<file path="config.mk">
export PLATFORM = sky130hd
export DESIGN_NAME = la_rx_port
export DESIGN_NICKNAME = d
export VERILOG_FILES = /design/src/rtl/la_rx_port.sv
export SDC_FILE = /design/constraint.sdc
export NUM_CORES = 1
export LEC_CHECK = 0
export ABC_AREA = 1
export CAP_MARGIN = 10
export CORE_AREA = 2 2 162 164
export CTS_CLUSTER_SIZE = 24
export DETAILED_ROUTE_END_ITERATION = 12
export DIE_AREA = 0 0 164 166
export PLACE_DENSITY = 0.68
export SLEW_MARGIN = 15
export SYNTH_ARGS = -nofsm -noshare
export SYNTH_HDL_FRONTEND = slang
export SYNTH_SLANG_ARGS = --single-unit
</file>
<file path="constraint.sdc">
create_clock -name clk -period 6.41 [get_ports clk]
set_clock_uncertainty 0.2 [all_clocks]
set_input_delay 0.9615 -clock clk [delete_from_list [all_inputs] [get_ports clk]]
set_output_delay 0.9615 -clock clk [all_outputs]
set_load 0.03 [all_outputs]
</file>
<file path="src/rtl/la_rx_port.sv">
// Router input port: lookahead-routed flit FIFO with prefer-port vector checking,
// head-age tracking and credit return to the upstream router.
module la_rx_port #(
  parameter int DATA_WIDTH = 64,
  parameter int DEPTH      = 4,
  parameter int NUM_PORT   = 5,
  parameter int AGE_MAX    = 15
) (
  input  logic                             clk,
  input  logic                             rst_n,
  input  logic                             in_valid,
  input  logic [DATA_WIDTH-1:0]            in_flit,
  input  logic [NUM_PORT-1:0]              in_ppv,
  output logic                             credit_out,
  output logic                             out_valid,
  output logic [DATA_WIDTH-1:0]            out_flit,
  output logic [NUM_PORT-1:0]              out_ppv,
  output logic [$clog2(AGE_MAX+1)-1:0]     out_age,
  input  logic                             sa_grant,
  output logic                             err_ppv,
  output logic [$clog2(DEPTH+1)-1:0]       occupancy
);

  localparam int AW = (DEPTH > 1) ? $clog2(DEPTH) : 1;
  localparam int OW = $clog2(DEPTH + 1);
  localparam int GW = $clog2(AGE_MAX + 1);
  localparam int CW = OW + 1;

  typedef enum logic {IDLE = 1'b0, ACTIVE = 1'b1} state_t;

  function automatic logic is_onehot(input logic [NUM_PORT-1:0] v);
    return (v != '0) && ((v & (v - 1'b1)) == '0);
  endfunction

  logic [DATA_WIDTH-1:0] flit_mem [DEPTH];
  logic [NUM_PORT-1:0]   ppv_mem  [DEPTH];

  logic [AW-1:0] rd_ptr, wr_ptr;
  logic [CW-1:0] credit_pend;
  logic [CW-1:0] credit_total;
  state_t        state_q, state_d;

  logic ppv_ok, full, pop, push, drop_bad, drop_full;

  assign ppv_ok    = is_onehot(in_ppv);
  assign full      = (occupancy == OW'(DEPTH));
  assign out_valid = (occupancy != '0);
  assign pop       = sa_grant && out_valid;
  assign push      = in_valid && ppv_ok && (!full || pop);
  assign drop_bad  = in_valid && !ppv_ok;
  assign drop_full = in_valid && ppv_ok && full && !pop;

  assign out_flit = flit_mem[rd_ptr];
  assign out_ppv  = ppv_mem[rd_ptr];

  // A pop and an invalid-flit drop in the same cycle owe two credits; the
  // second one is queued and sent on the following cycle.
  assign credit_total = credit_pend + CW'(pop) + CW'(drop_bad);

  // Payload storage carries no reset.
  always_ff @(posedge clk) begin
    if (push) begin
      flit_mem[wr_ptr] <= in_flit;
      ppv_mem[wr_ptr]  <= in_ppv;
    end
  end

  always_ff @(posedge clk or negedge rst_n) begin
    if (!rst_n) begin
      rd_ptr      <= '0;
      wr_ptr      <= '0;
      occupancy   <= '0;
      credit_out  <= 1'b0;
      credit_pend <= '0;
      err_ppv     <= 1'b0;
    end else begin
      if (push) wr_ptr <= wr_ptr + 1'b1;
      if (pop)  rd_ptr <= rd_ptr + 1'b1;
      case ({push, pop})
        2'b10:   occupancy <= occupancy + 1'b1;
        2'b01:   occupancy <= occupancy - 1'b1;
        default: occupancy <= occupancy;
      endcase
      credit_out  <= (credit_total != '0);
      credit_pend <= credit_total - CW'(credit_total != '0);
      if (drop_bad || drop_full) err_ppv <= 1'b1;
    end
  end

  // Age restarts whenever a different flit becomes head.
  always_ff @(posedge clk or negedge rst_n) begin
    if (!rst_n) begin
      out_age <= '0;
    end else if (pop || (push && !out_valid)) begin
      out_age <= '0;
    end else if (state_q == ACTIVE && out_age != GW'(AGE_MAX)) begin
      out_age <= out_age + 1'b1;
    end
  end

  always_ff @(posedge clk or negedge rst_n) begin
    if (!rst_n) state_q <= IDLE;
    else        state_q <= state_d;
  end

  always_comb begin
    state_d = state_q;
    case (state_q)
      IDLE:    if (push) state_d = ACTIVE;
      ACTIVE:  if (pop && !push && occupancy == OW'(1)) state_d = IDLE;
      default: state_d = IDLE;
    endcase
  end

endmodule

</file>
Yosys cells after proc, flatten, opt, wreduce, memory -nomap -nowiden

Memory sizes are Yosys's and may differ from the RTL's.
Index checks and enable logic that the tools add are counted.

Add/sub/neg operators: 9
Equal/unequal tests: 5
Muxes and demuxes: 7
Bitwise operators: 2
Reduce and logical (&&, ||, !) cells: 25

Operators with widths:

| cell                | number |
|---|---|
| $logic_and 1x1->1   | 11 |
| $add 4x1->4         | 2 |
| $mux 4              | 2 |
| $pmux 3 s2          | 1 |
| $and 5x5->5         | 1 |
| $logic_not 1->1     | 5 |
| $logic_not 5->1     | 1 |
| $reduce_bool 5->1   | 1 |
| $sub 5x1->5 const B | 1 |
| $add 2x1->2 const B | 2 |
| $add 4x1->4 const B | 1 |
| $ne 4x4->1 const B  | 1 |
| $reduce_bool 2->1   | 2 |
| $reduce_bool 4->1   | 1 |
| $sub 4x1->4         | 1 |
| $add 3x1->3 const B | 1 |
| $eq 3x1->1 const B  | 1 |
| $eq 3x3->1 const B  | 1 |
| $logic_or 1x1->1    | 3 |
| $mux 1              | 3 |
| $reduce_bool 3->1   | 1 |
| $sub 3x1->3 const B | 1 |
| $eq 2x1->1 const B  | 1 |
| $eq 2x2->1 const B  | 1 |
| 2 further kinds     | 2 |

Flip-flop bits (word level): 18
Bits in writable memories: 276
Input bits: 73
Output and inout port bits: 79
Word-level logic and storage cells: 58
Memories: 2

Memory list:

| memory   | depth | width | rd ports | clocked after memory_dff | wr ports | line | source |
|---|---|---|---|---|---|---|---|
| flit_mem | 4     | 64    | 1        | 0                        | 1        | 35   | `logic [DATA_WIDTH-1:0] flit_mem [DEPTH];` |
| ppv_mem  | 4     | 5     | 1        | 0                        | 1        | 36   | `logic [NUM_PORT-1:0] ppv_mem [DEPTH];` |

Longest topological paths before layout

Depth in word-level cells: 11
Mapped depth: 15
Gate-level depth less buffers: 15

Worst setup path after synthesis

OpenSTA, ideal clock, no wires.

Kind: input -> register
Start: in in_ppv[2]
End: mem flit_mem[0][0] (enable)
Data arrival time: 4449 ps
Path slack: 1265 ps
Stages on the path: 7
Buffers on the path: 0
Cells stage by stage: nor2_2 > nand2_1 > nand2_2 > inv_2 > nor2_4 > nand3b_4 > nor2_1

Cells in the longest elaborated chain, start to end: 8
Elaborated cells between the ends (all ways): 9
Classes of those cells: add/sub (1); mux (2); bitwise (1); reduce/logical (5)

Ends and longest elaborated chain:

| item                               | line | source |
|---|---|---|
| start, declared                    | 13   | `input logic [NUM_PORT-1:0] in_ppv,` |
| $sub 5x1->5                        | 32   | `return (v != '0) && ((v & (v - 1'b1)) == '0);` |
| $and 5x5->5                        | 32   |  |
| $logic_not 5->1                    | 32   |  |
| $logic_and 1x1->1 (*)              | 32   |  |
| $logic_and 1x1->1 (*) (2 in a row) | 49   | `assign push = in_valid && ppv_ok && (!full \|\| pop);` |
| $mux 1 (*)                         | 62   | `if (push) begin` |
| $mux 1 (implied by the code) (*)   | 63   | `flit_mem[wr_ptr] <= in_flit;` |
| end, declared                      | 35   |  |

Every way passes the cells marked *; elsewhere a longest branch is shown, timed or not.

Final worst setup path

Start: reg rd_ptr[0]
End: out out_flit[9]

Cells in the longest elaborated chain, start to end: 1

Ends and longest elaborated chain:

| item                   | line | source |
|---|---|---|
| start, declared        | 38   | `logic [AW-1:0] rd_ptr, wr_ptr;` |
| start signal, assigned | 78   | `if (pop) rd_ptr <= rd_ptr + 1'b1;` |
| $mem_v2 4x64           | --   |  |
| end, declared          | 16   | `output logic [DATA_WIDTH-1:0] out_flit,` |

No other way between the ends.

==> metrics.md <==
| Metric | Value |
|---|---|
| Power Dens Cells | around 470 nW/um2 |
| Global Route Usage Sum | roughly 18% |
| Fmax | roughly 0.22 GHz |
| Vias | around 6,800 |
| CTS buffer count | 30 |
| Fin crit share | between 70% and 80% |
| Clock sink total | between 200 and 300 |
| Initial DRT Pass Iterations | 5 |
| # rows | between 50 and 60 |
| 1st-iter DRT viols | around 570 |
| Switching share of power | 37.8% |
| Clk pwr share | a little under a quarter |
| Port Buffer Count | roughly 150 |
| Die H | between 150 and 200 um |
| GRT Residual Overflow | 0 |
| Hold Violations, Final | 0 |
| Max Cap Viol | 0 |
| Fill count | approximately 2,000 |
| Ys Warns | 0 |
| Synth unique cells | 28 |
| Nets | approximately 1,000 |
| Initial antenna violation count | 0 |
| Sequential power share | approximately a third |
| N_diodes | 0 |
| Mean Syn Cell Area | 14.2 um2 |
| Fin crit period | around 4.5 ns |
| Rel. slew slack | roughly 30% |
| Die X | ~160 um |
| NetSw | about 2500 uW |
| First-pass GRT wire length | about 37,000 um |
| Post-route ant nets | 0 |
| Synthesized flop and latch total | roughly 290 |
| Drt total wl | roughly 24,000 um |
| Starting density of the core | between 40% and 50% |
| Number of global-route vias before repair | 6,748 |
| Outcome | complete, no violations |
| Post-route cell area | 14,100 um2 |
| Crit-path max FO | around 70 |
| Mapped Cells | about 800 |
| Comb pwr share | 41.5% |
| Place WS | 2.16 ns |
| Leakage power | ~0.0047 uW |
| # IOs | ~150 |
| Crit Path Class | flip-flop to output pin |
| Mapped cell area | roughly 11,000 um2 |
| Post-CTS Resized | 0 |
| Max stage delay on crit path | between 0.7 and 0.8 ns |
| # Post-CTS Setup Buffers | 0 |
| Clock root buffer | clkbuf_16 |
| Largest net degree at the start of global routing | 119 |
| Crit-path cells | inv_4 > buf_4 > o21ai_0 > o22ai_1 > clkdlybuf4s50_1 |
| PnR worst setup slack | approximately 1.9 ns |
| CP max-delay cell | clkdlybuf4s50_1 |
| Critical path endpoint category | output pin |
| Setup TNS | 0 ns |
| Worst Tran Pin Value | 1.05 ns |
| Detail Placement HPWL | approximately 14,000 um |
| Placed Area | about 13,000 um2 |
| CTS tree | done |
| Post-layout util | a little over half |
| Layout cells sized above 1 | between 7 and 8% |
| Routability cong. | approximately 0.8 |
| Sequential-to-total area share from yosys stat | roughly 77% |
| DR WL/cell | 18.4 um |
| Setup violators final | 0 |
| Reg area | 8740 um2 |
| Skew-Pair Late Insertion Delay | 0.54 ns |
| Syn-to-layout area delta | 23.8% |
| Via-to-Cell Ratio | roughly 5.2 |
| Hold crit path type | flip-flop to flip-flop |
| Pins over their slew limit | 0 |
| Worst Path Required | 5.25 ns |
| Clock Tree Buf Depth | 3 |
| Post-Syn Nets | 883 |
| Die area | around 27,000 um2 |
| R2r setup slk | about 3.3 ns |
| Clock transition at path regs | 0.06 ns |
| Pint | 4140 uW |
| Htree depth | 1 |
| Core area | ~26,000 um2 |
| Startpoint Class | flip-flop |
| Multi-input logic area | 2290 um2 |
| Remaining DRCs | 0 |
| Arrival time worst endpoint | between 3 and 4 ns |
| Max IR drop VDD | between 200 and 300 uV |
| RSZ-0062 raised after global routing | false |
| Hold-fix buffers, CTS | 0 |
[layer usage]
metal	vias to the layer above	share of wire (%)	track usage, %
li1	3256	-	-
met1	3349	44	24.4
met2	173	50	29.5
met3	27	4.8	2.75
met4	0	1.4	3.51
met5	-	0	0
[critical path: cells and delay by family, from the launching register on]
family / cells / cell delay [ns]
buffers and inverters: 3 / 1.80
AOI/OAI and AO/OA: 2 / 0.40
DFF: 1 / 0.59
[final timing paths]
kind	cells after the start	to	from
max in group asynchronous	1	rd_ptr[0]	rst_n
max	5	out_flit[9]	rd_ptr[0]
min in group asynchronous	1	credit_pend[3]	rst_n
min	1	err_ppv	err_ppv
min reg2reg	1	err_ppv	err_ppv
max reg2reg	7	flit_mem[1][20]	occupancy[0]
[power groups by stage]
stage | combinational, uW | sequential (uW) | clock [uW]
floorplan | 1730 | 2360 | 0
global route | 2970 | 2320 | 1700
global placement | 2740 | 2340 | 0
detailed placement | 2760 | 2350 | 0
finish | 2760 | 2310 | 1580
CTS | 2780 | 2310 | 1610
[cell usage after synthesis, drive strengths merged]
library cell / number / share of area (%)
a21oi: 2 / 0.088
buf: 18 / 1.5
dfrtp: 18 / 4.0
xor2: 11 / 0.85
fa: 1 / 0.18
nand4: 3 / 0.35
clkbuf: 26 / 0.86
o21ai: 141 / 6.2
ha: 12 / 1.3
inv: 24 / 0.79
o22ai: 69 / 3.8
nand2: 30 / 1.2
or2: 1 / 0.055
edfxtp: 276 / 73
nand3: 10 / 0.44
nor2: 153 / 5.2
nand3b: 2 / 0.24
[layout by cell type, fill, tap and decap left out, drive strengths merged, types with 2 or more instances in the layout]
master	count
a21oi	2
buf	12
clkbuf	40
clkdlybuf4s50	151
clkinv	10
dfrtp	18
edfxtp	276
ha	12
inv	24
nand2	30
nand3	10
nand3b	2
nand4	3
nor2	153
o21ai	141
o22ai	69
xor2	11
[cell type report]
class	count	share of cell area [%]
Clock buffer	40	5.76
Clock inverter	12	0.578
Inverter	24	0.659
Multi-Input combinational cell	435	16.3
Sequential cell	294	62.2
Tap cell	335	2.98
Timing Repair Buffer	163	11.5
[flip-flops by register name (all words and copies together), names as in the netlist]
signal / flops
wr_ptr: 2
credit_pend: 4
state_q: 1
credit_out: 1
err_ppv: 1
ppv_mem: 20
occupancy: 3
out_age: 4
rd_ptr: 2
flit_mem: 256
[cell families after synthesis]
family / count (synthesis) / synth area share (%)
and+or+nand+nor: 199 / 7.47
AOI/OAI and AO/OA: 212 / 10.1
xor gates and xnor gates: 11 / 0.848
DFF: 294 / 76.9
buffers and inverters: 68 / 3.14
adders and majority gates: 13 / 1.50
[through the flow]
step,cells,power (uW),hold slack [ns]
floorplan,797,4100,0.330
global placement,1250,5090,0.295
detailed placement,1250,5110,0.274
CTS,1302,6700,0.300
global route,1303,7000,0.313
finish,1303,6650,0.298
No activity file was read; power rests on OpenSTA's default activity.
==> variant 1: new RTL, same settings <==
The output `credit_out` loses its register stage (`credit_out` becomes a continuous assignment).
--- a/src/rtl/la_rx_port.sv
+++ b/src/rtl/la_rx_port.sv
@@ -71,5 +71,4 @@
       wr_ptr      <= '0;
       occupancy   <= '0;
-      credit_out  <= 1'b0;
       credit_pend <= '0;
       err_ppv     <= 1'b0;
@@ -82,9 +81,10 @@
         default: occupancy <= occupancy;
       endcase
-      credit_out  <= (credit_total != '0);
       credit_pend <= credit_total - CW'(credit_total != '0);
       if (drop_bad || drop_full) err_ppv <= 1'b1;
     end
   end
+
+  assign credit_out = (credit_total != '0);
 
   // Age restarts whenever a different flit becomes head.
Function: changed (Yosys sat finds a counterexample within 4 cycles, from zero or initial values and one cycle with rst_n low).
==> variant 1 against the unedited design <==
Register-to-register slack better by 0.10 ns. Setup slack got worse by 0.54 ns. Design area about the same. Wire length is 3.4% lower. Area after synthesis is 0.22% lower. Power decreased by 0.14%. Non-clock buffer count down 2. Critical endpoint is now credit_out. Global-route usage shrank 0.59 points. Sequential cell count fell by 1.
==> variant 1: results (changes against the unedited design) <==
Layout:
- The ratio of cells with drive above 1 in the final layout came to 8.08% (+0.23 points).
- The multi-input combinational gate total is 435 (unchanged).
- The layout buffering overhead excluding clock cells came to 11.5% (about the same).
- The layout clock buffer count is 36 (-10%).
- The number of antenna diodes came to 0 (unchanged).
- The area taken by flip-flops and latches is 0.00872 sq mm (-0.29%).
- The number of sequential storage elements was 293 (-0.34%).
- The number of nets in the finished design came to 1030 (-0.39%).
- The clock network area share is 6.58% (+0.24 points).
- The number of ordinary and repair buffers in the finished layout is 161 (-1.2%).
- The total of fill cells in the finished design came to 2075 (+1.8%).

Power:
- The internal power contribution is 0.00417 W (+0.66%).
- The reported leakage power is 4.71 nW (about the same).
- The worst-case vdd ir drop came to 0.234 mV (-22%).

Global routing:
- The first-pass GRT wire length is 36200 microns (-3.1%).
- The global router's overall resource usage is 17.0% (-0.59 points).
- The largest net degree at the start of global routing is 86 (-28%).
- The number of global-route vias before repair is 6745 (-0.044%).

Yosys:
- The fraction of registers with async set or reset after synthesis came to 5.80% (-0.32 points).
- The net count after synthesis came to 882 (-0.11%).
- The commonest cells after synthesis are 276 x sky130_fd_sc_hd__edfxtp_1, 149 x sky130_fd_sc_hd__nor2_1, 98 x sky130_fd_sc_hd__o21ai_0.
- The share of synthesized area occupied by flip-flops and latches was 76.9% (about the same).
- The total of warnings raised by yosys came to 0 (unchanged).
- Ranked by total cell area, the synthesized netlist is headed by sky130_fd_sc_hd__edfxtp_1 73%, sky130_fd_sc_hd__nor2_1 4.9%, sky130_fd_sc_hd__o21ai_0 4.3%.

Routing:
- The via density per instance is 5.23 (+0.11%).
- The starting DRC count in detailed routing came to 326 (-43%).
- The routed length per instance is 17.8 microns (-3.2%).
- The detailed-router iteration count before antenna repair came to 4 (-1).

Place:
- The final RePlAce weighted congestion is 0.733 (-6.9%).
- The HPWL reported at the end of detailed placement is 12900 microns (-7.3%).

Outcome:
- The run finished with clean final reports.

Critical path:
- The endpoint arrival time on the critical path came to 3.91 ns (+0.53 ns).
- The maximum net fanout on the critical path is 6 (-92%).
- The path depth of the worst reg2reg path was 13 (+6).
- The delay of the slowest critical-path stage is 0.68 ns (-0.05 ns).

CTS:
- The insertion delay to the later sink of the worst-skew pair is 0.53 ns.
- The number of clock buffers inserted by TritonCTS is 29 (-3.3%).
- The number of levels in the clock H-tree is 1 (unchanged).
- The post-cts sizing count is 0 (unchanged).

Hold path:
- The tightest min-delay check is of the reg -> reg type.

Timing:
- The worst-case headroom to the max-slew limit is 34.3% (+4.5 points).
==> variant 1: cell types whose count changed in the layout (fill, tap and decap cells not counted) <==
cell	delta
sky130_fd_sc_hd__buf_4	-4
sky130_fd_sc_hd__clkbuf_1	-4
sky130_fd_sc_hd__buf_12	+3
sky130_fd_sc_hd__bufinv_16	+2
sky130_fd_sc_hd__clkbuf_16	-2
sky130_fd_sc_hd__clkbuf_8	+2
sky130_fd_sc_hd__buf_16	-1
sky130_fd_sc_hd__clkinv_2	+1
sky130_fd_sc_hd__clkinvlp_4	+1
sky130_fd_sc_hd__dfrtp_1	-1
==> variant 1: power by group through the flow <==
stage / Combinational [W] / Sequential (W) / Clock, W
4_1_cts: 0.00270 / 0.00235 / 0.00167
6_report: 0.00266 / 0.00235 / 0.00163
2_1_floorplan: 0.00174 / 0.00235 / 0
5_1_grt: 0.00287 / 0.00237 / 0.00174
3_3_place_gp: 0.00267 / 0.00238 / 0
3_5_place_dp: 0.00269 / 0.00239 / 0
==> variant 1: layer usage <==
layer | global-route usage (%) | vias to the layer above | share of wire, %
met1 | 21.0 | 3359 | 41
li1 | - | 3250 | -
met5 | 0 | - | 0
met2 | 30.4 | 157 | 51
met4 | 3.81 | 0 | 1.5
met3 | 3.52 | 31 | 6.2
==> variant 1: through the flow <==
step	utilization, %	setup WS [ns]	cells	hold WS (ns)	cell area, sq um
floorplan	-	1.26	796	0.344	11300
global placement	51.3	1.41	1248	0.267	13100
CTS	54.9	1.31	1300	0.289	14100
detailed placement	51.3	1.33	1248	0.268	13100
finish	54.9	1.34	1300	0.280	14100
global route	54.9	1.20	1300	0.305	14100
==> variant 1: final timing paths <==
kind / start / to / slack (ns)
setup / recovery: in_ppv[0] / credit_out / 1.34
hold / removal: err_ppv$_DFFE_PN0P_ / err_ppv$_DFFE_PN0P_ / 0.28
setup reg to reg: occupancy[0]$_DFFE_PN0P_ / credit_pend[2]$_DFF_PN0_ / 3.38
hold reg to reg: err_ppv$_DFFE_PN0P_ / err_ppv$_DFFE_PN0P_ / 0.28
max in group asynchronous: rst_n / rd_ptr[0]$_DFFE_PN0P_ / 4.64
min in group asynchronous: rst_n / out_age[3]$_DFFE_PN0P_ / 0.73
==> variant 1: critical path: cells and delay by family <==
family,cells,cell delay (ns)
xor+xnor,1,0.21
compound gates,1,0.13
simple gates,5,0.70
buf+inv,4,1.35
fa+ha+maj,2,0.55
==> variant 1: logic make-up (layout without fill, tap and decap cells) <==
kind of cell               Yosys count  after routing  share of synthesized area (%)
and+or+nand+nor                    199            199                           7.49
xor gates and xnor gates            11             11                          0.850
AOI/OAI and AO/OA                  212            212                           10.1
buffers and inverters               68            237                           3.15
adders and majority gates           13             13                           1.50
DFF                                293            293                           76.9
==> variant 2: new RTL, same flow settings <==
Made on the original files. The parameter `DEPTH` goes from 4 to 2.
--- a/src/rtl/la_rx_port.sv
+++ b/src/rtl/la_rx_port.sv
@@ -3,5 +3,5 @@
 module la_rx_port #(
   parameter int DATA_WIDTH = 64,
-  parameter int DEPTH      = 4,
+  parameter int DEPTH      = 2,
   parameter int NUM_PORT   = 5,
   parameter int AGE_MAX    = 15
Ports: changed (resized occupancy); port bits go from 152 to 151. The function was not compared with the original's and may differ.
==> variant 2 against the unedited design <==
Wire length decreased by 46%. Area after synthesis decreased by 49%. Power decreased by 45%. Sequential share of layout area decreased by 8.2 points. Design area decreased by 41%. Die area unchanged. Sequential cell count decreased by 142. Setup slack improved by 0.89 ns. Register-to-register slack improved by 0.11 ns. Critical path type unchanged.
==> variant 2: results (changes against the unedited design) <==
Critical path:
- The delay of the slowest critical-path stage is 0.70 ns (-0.03 ns).
- The maximum net fanout on the critical path is 62 (-13%).
- The path depth of the worst reg2reg path is 8 (+1).
- The endpoint arrival time on the critical path is 2.49 ns (-0.89 ns).
- The destination of the critical timing path is out_flit[45].
- The endpoint identified for the worst register-to-register timing path is flit_mem[1][14]$_DFFE_PP_.
- The setup slack of the worst register-to-register path came to 3.39 ns (+0.11 ns).

Routing:
- The total vias in the final route was 3719 (-45%).
- The total length of routed wires is 13000 microns (-46%).
- The starting DRC count in detailed routing is 302 (-47%).
- The detailed-router iteration count before antenna repair was 4 (-1).

Global routing:
- The largest net degree at the start of global routing is 70 (-41%).
- The first-pass GRT wire length is 20000 microns (-46%).
- The global routing met2 resource utilization was 16.5% (-13 points).
- The number of global-route vias before repair came to 3649 (-46%).
- The fraction of met3 tracks used by global routing came to 3.70% (+0.95 points).

CTS:
- The maximum clock insertion buffer count is 2 (-1).
- The number of levels in the clock H-tree is 4 (+3).

Timing:
- The final setup slack of the worst path was 2.76 ns (+0.889 ns).
- The worst-case headroom to the max-slew limit is 48.5% (+19 points).

Power:
- The reported leakage power is 3.20 nW (-32%).
- The portion of total power attributed to combinational logic was 39.1% (-2.4 points).
- The worst-case vdd ir drop is 0.218 mV (-27%).
- The sequential cell power is 0.00121 W (-48%).

Yosys:
- The number of flops mapped to enable cells by yosys is 138 (-50%).
- The number of distinct library cells after synthesis is 21 (-25%).
- The fraction of registers with async set or reset after synthesis was 9.21% (+3.1 points).

Layout:
- The ratio of cells with drive above 1 in the final layout was 7.62% (-0.23 points).
- The area taken by flip-flops and latches came to 0.00450 sq mm (-49%).

Place:
- The HPWL reported at the end of detailed placement is 8350 microns (-40%).
- The worst slack at placement came to 2.41 ns (+0.247 ns).
- The placed instance area was 0.00773 sq mm (-41%).

Outcome:
- The flow ran to the end, and the final reports show no timing, DRC or antenna violations.
[variant 2: changes by cell type after synthesis, moves of 5 or more]
cell	before	now
sky130_fd_sc_hd__buf_6	11	0
sky130_fd_sc_hd__clkbuf_1	26	11
sky130_fd_sc_hd__edfxtp_1	276	138
sky130_fd_sc_hd__ha_1	12	7
sky130_fd_sc_hd__nand2_1	23	231
sky130_fd_sc_hd__nor2_1	149	7
sky130_fd_sc_hd__o21ai_0	98	0
sky130_fd_sc_hd__o21ai_1	43	1
sky130_fd_sc_hd__o22ai_1	69	0
sky130_fd_sc_hd__xor2_1	11	6
[variant 2: cell type report]
| class | count | share of cell area [%] |
|---|---|---|
| clock buffer | 18 | 5.15 |
| tap | 335 | 5.03 |
| multi-input combinational | 272 | 14.5 |
| clock inverter | 14 | 2.07 |
| sequential | 152 | 54.0 |
| inverter | 20 | 0.901 |
| timing repair buffer | 154 | 18.4 |
[variant 2: worst min-delay path by stage]
| stage | slack, ns | endpoint |
|---|---|---|
| detailed placement | 0.26 | err_ppv$_DFFE_PN0P_ |
| finish | 0.28 | err_ppv$_DFFE_PN0P_ |
| CTS | 0.28 | err_ppv$_DFFE_PN0P_ |
| global route | 0.31 | err_ppv$_DFFE_PN0P_ |
| global placement | 0.27 | err_ppv$_DFFE_PN0P_ |
| floorplan | 0.33 | wr_ptr$_DFFE_PN0P_ |
[variant 2: logic make-up after synthesis]
logic type	count (synthesis)	synth area share (%)
compound gates	2	0.236
xor+xnor	7	1.05
fa+ha+maj	8	1.85
buf+inv	35	2.34
flops	152	77.2
simple gates	255	17.3
[variant 2: routing by layer]
layer	up-vias	wire, microns
li1	1839	-
met1	1757	5380
met2	106	6570
met3	17	826
met4	0	201
met5	-	0
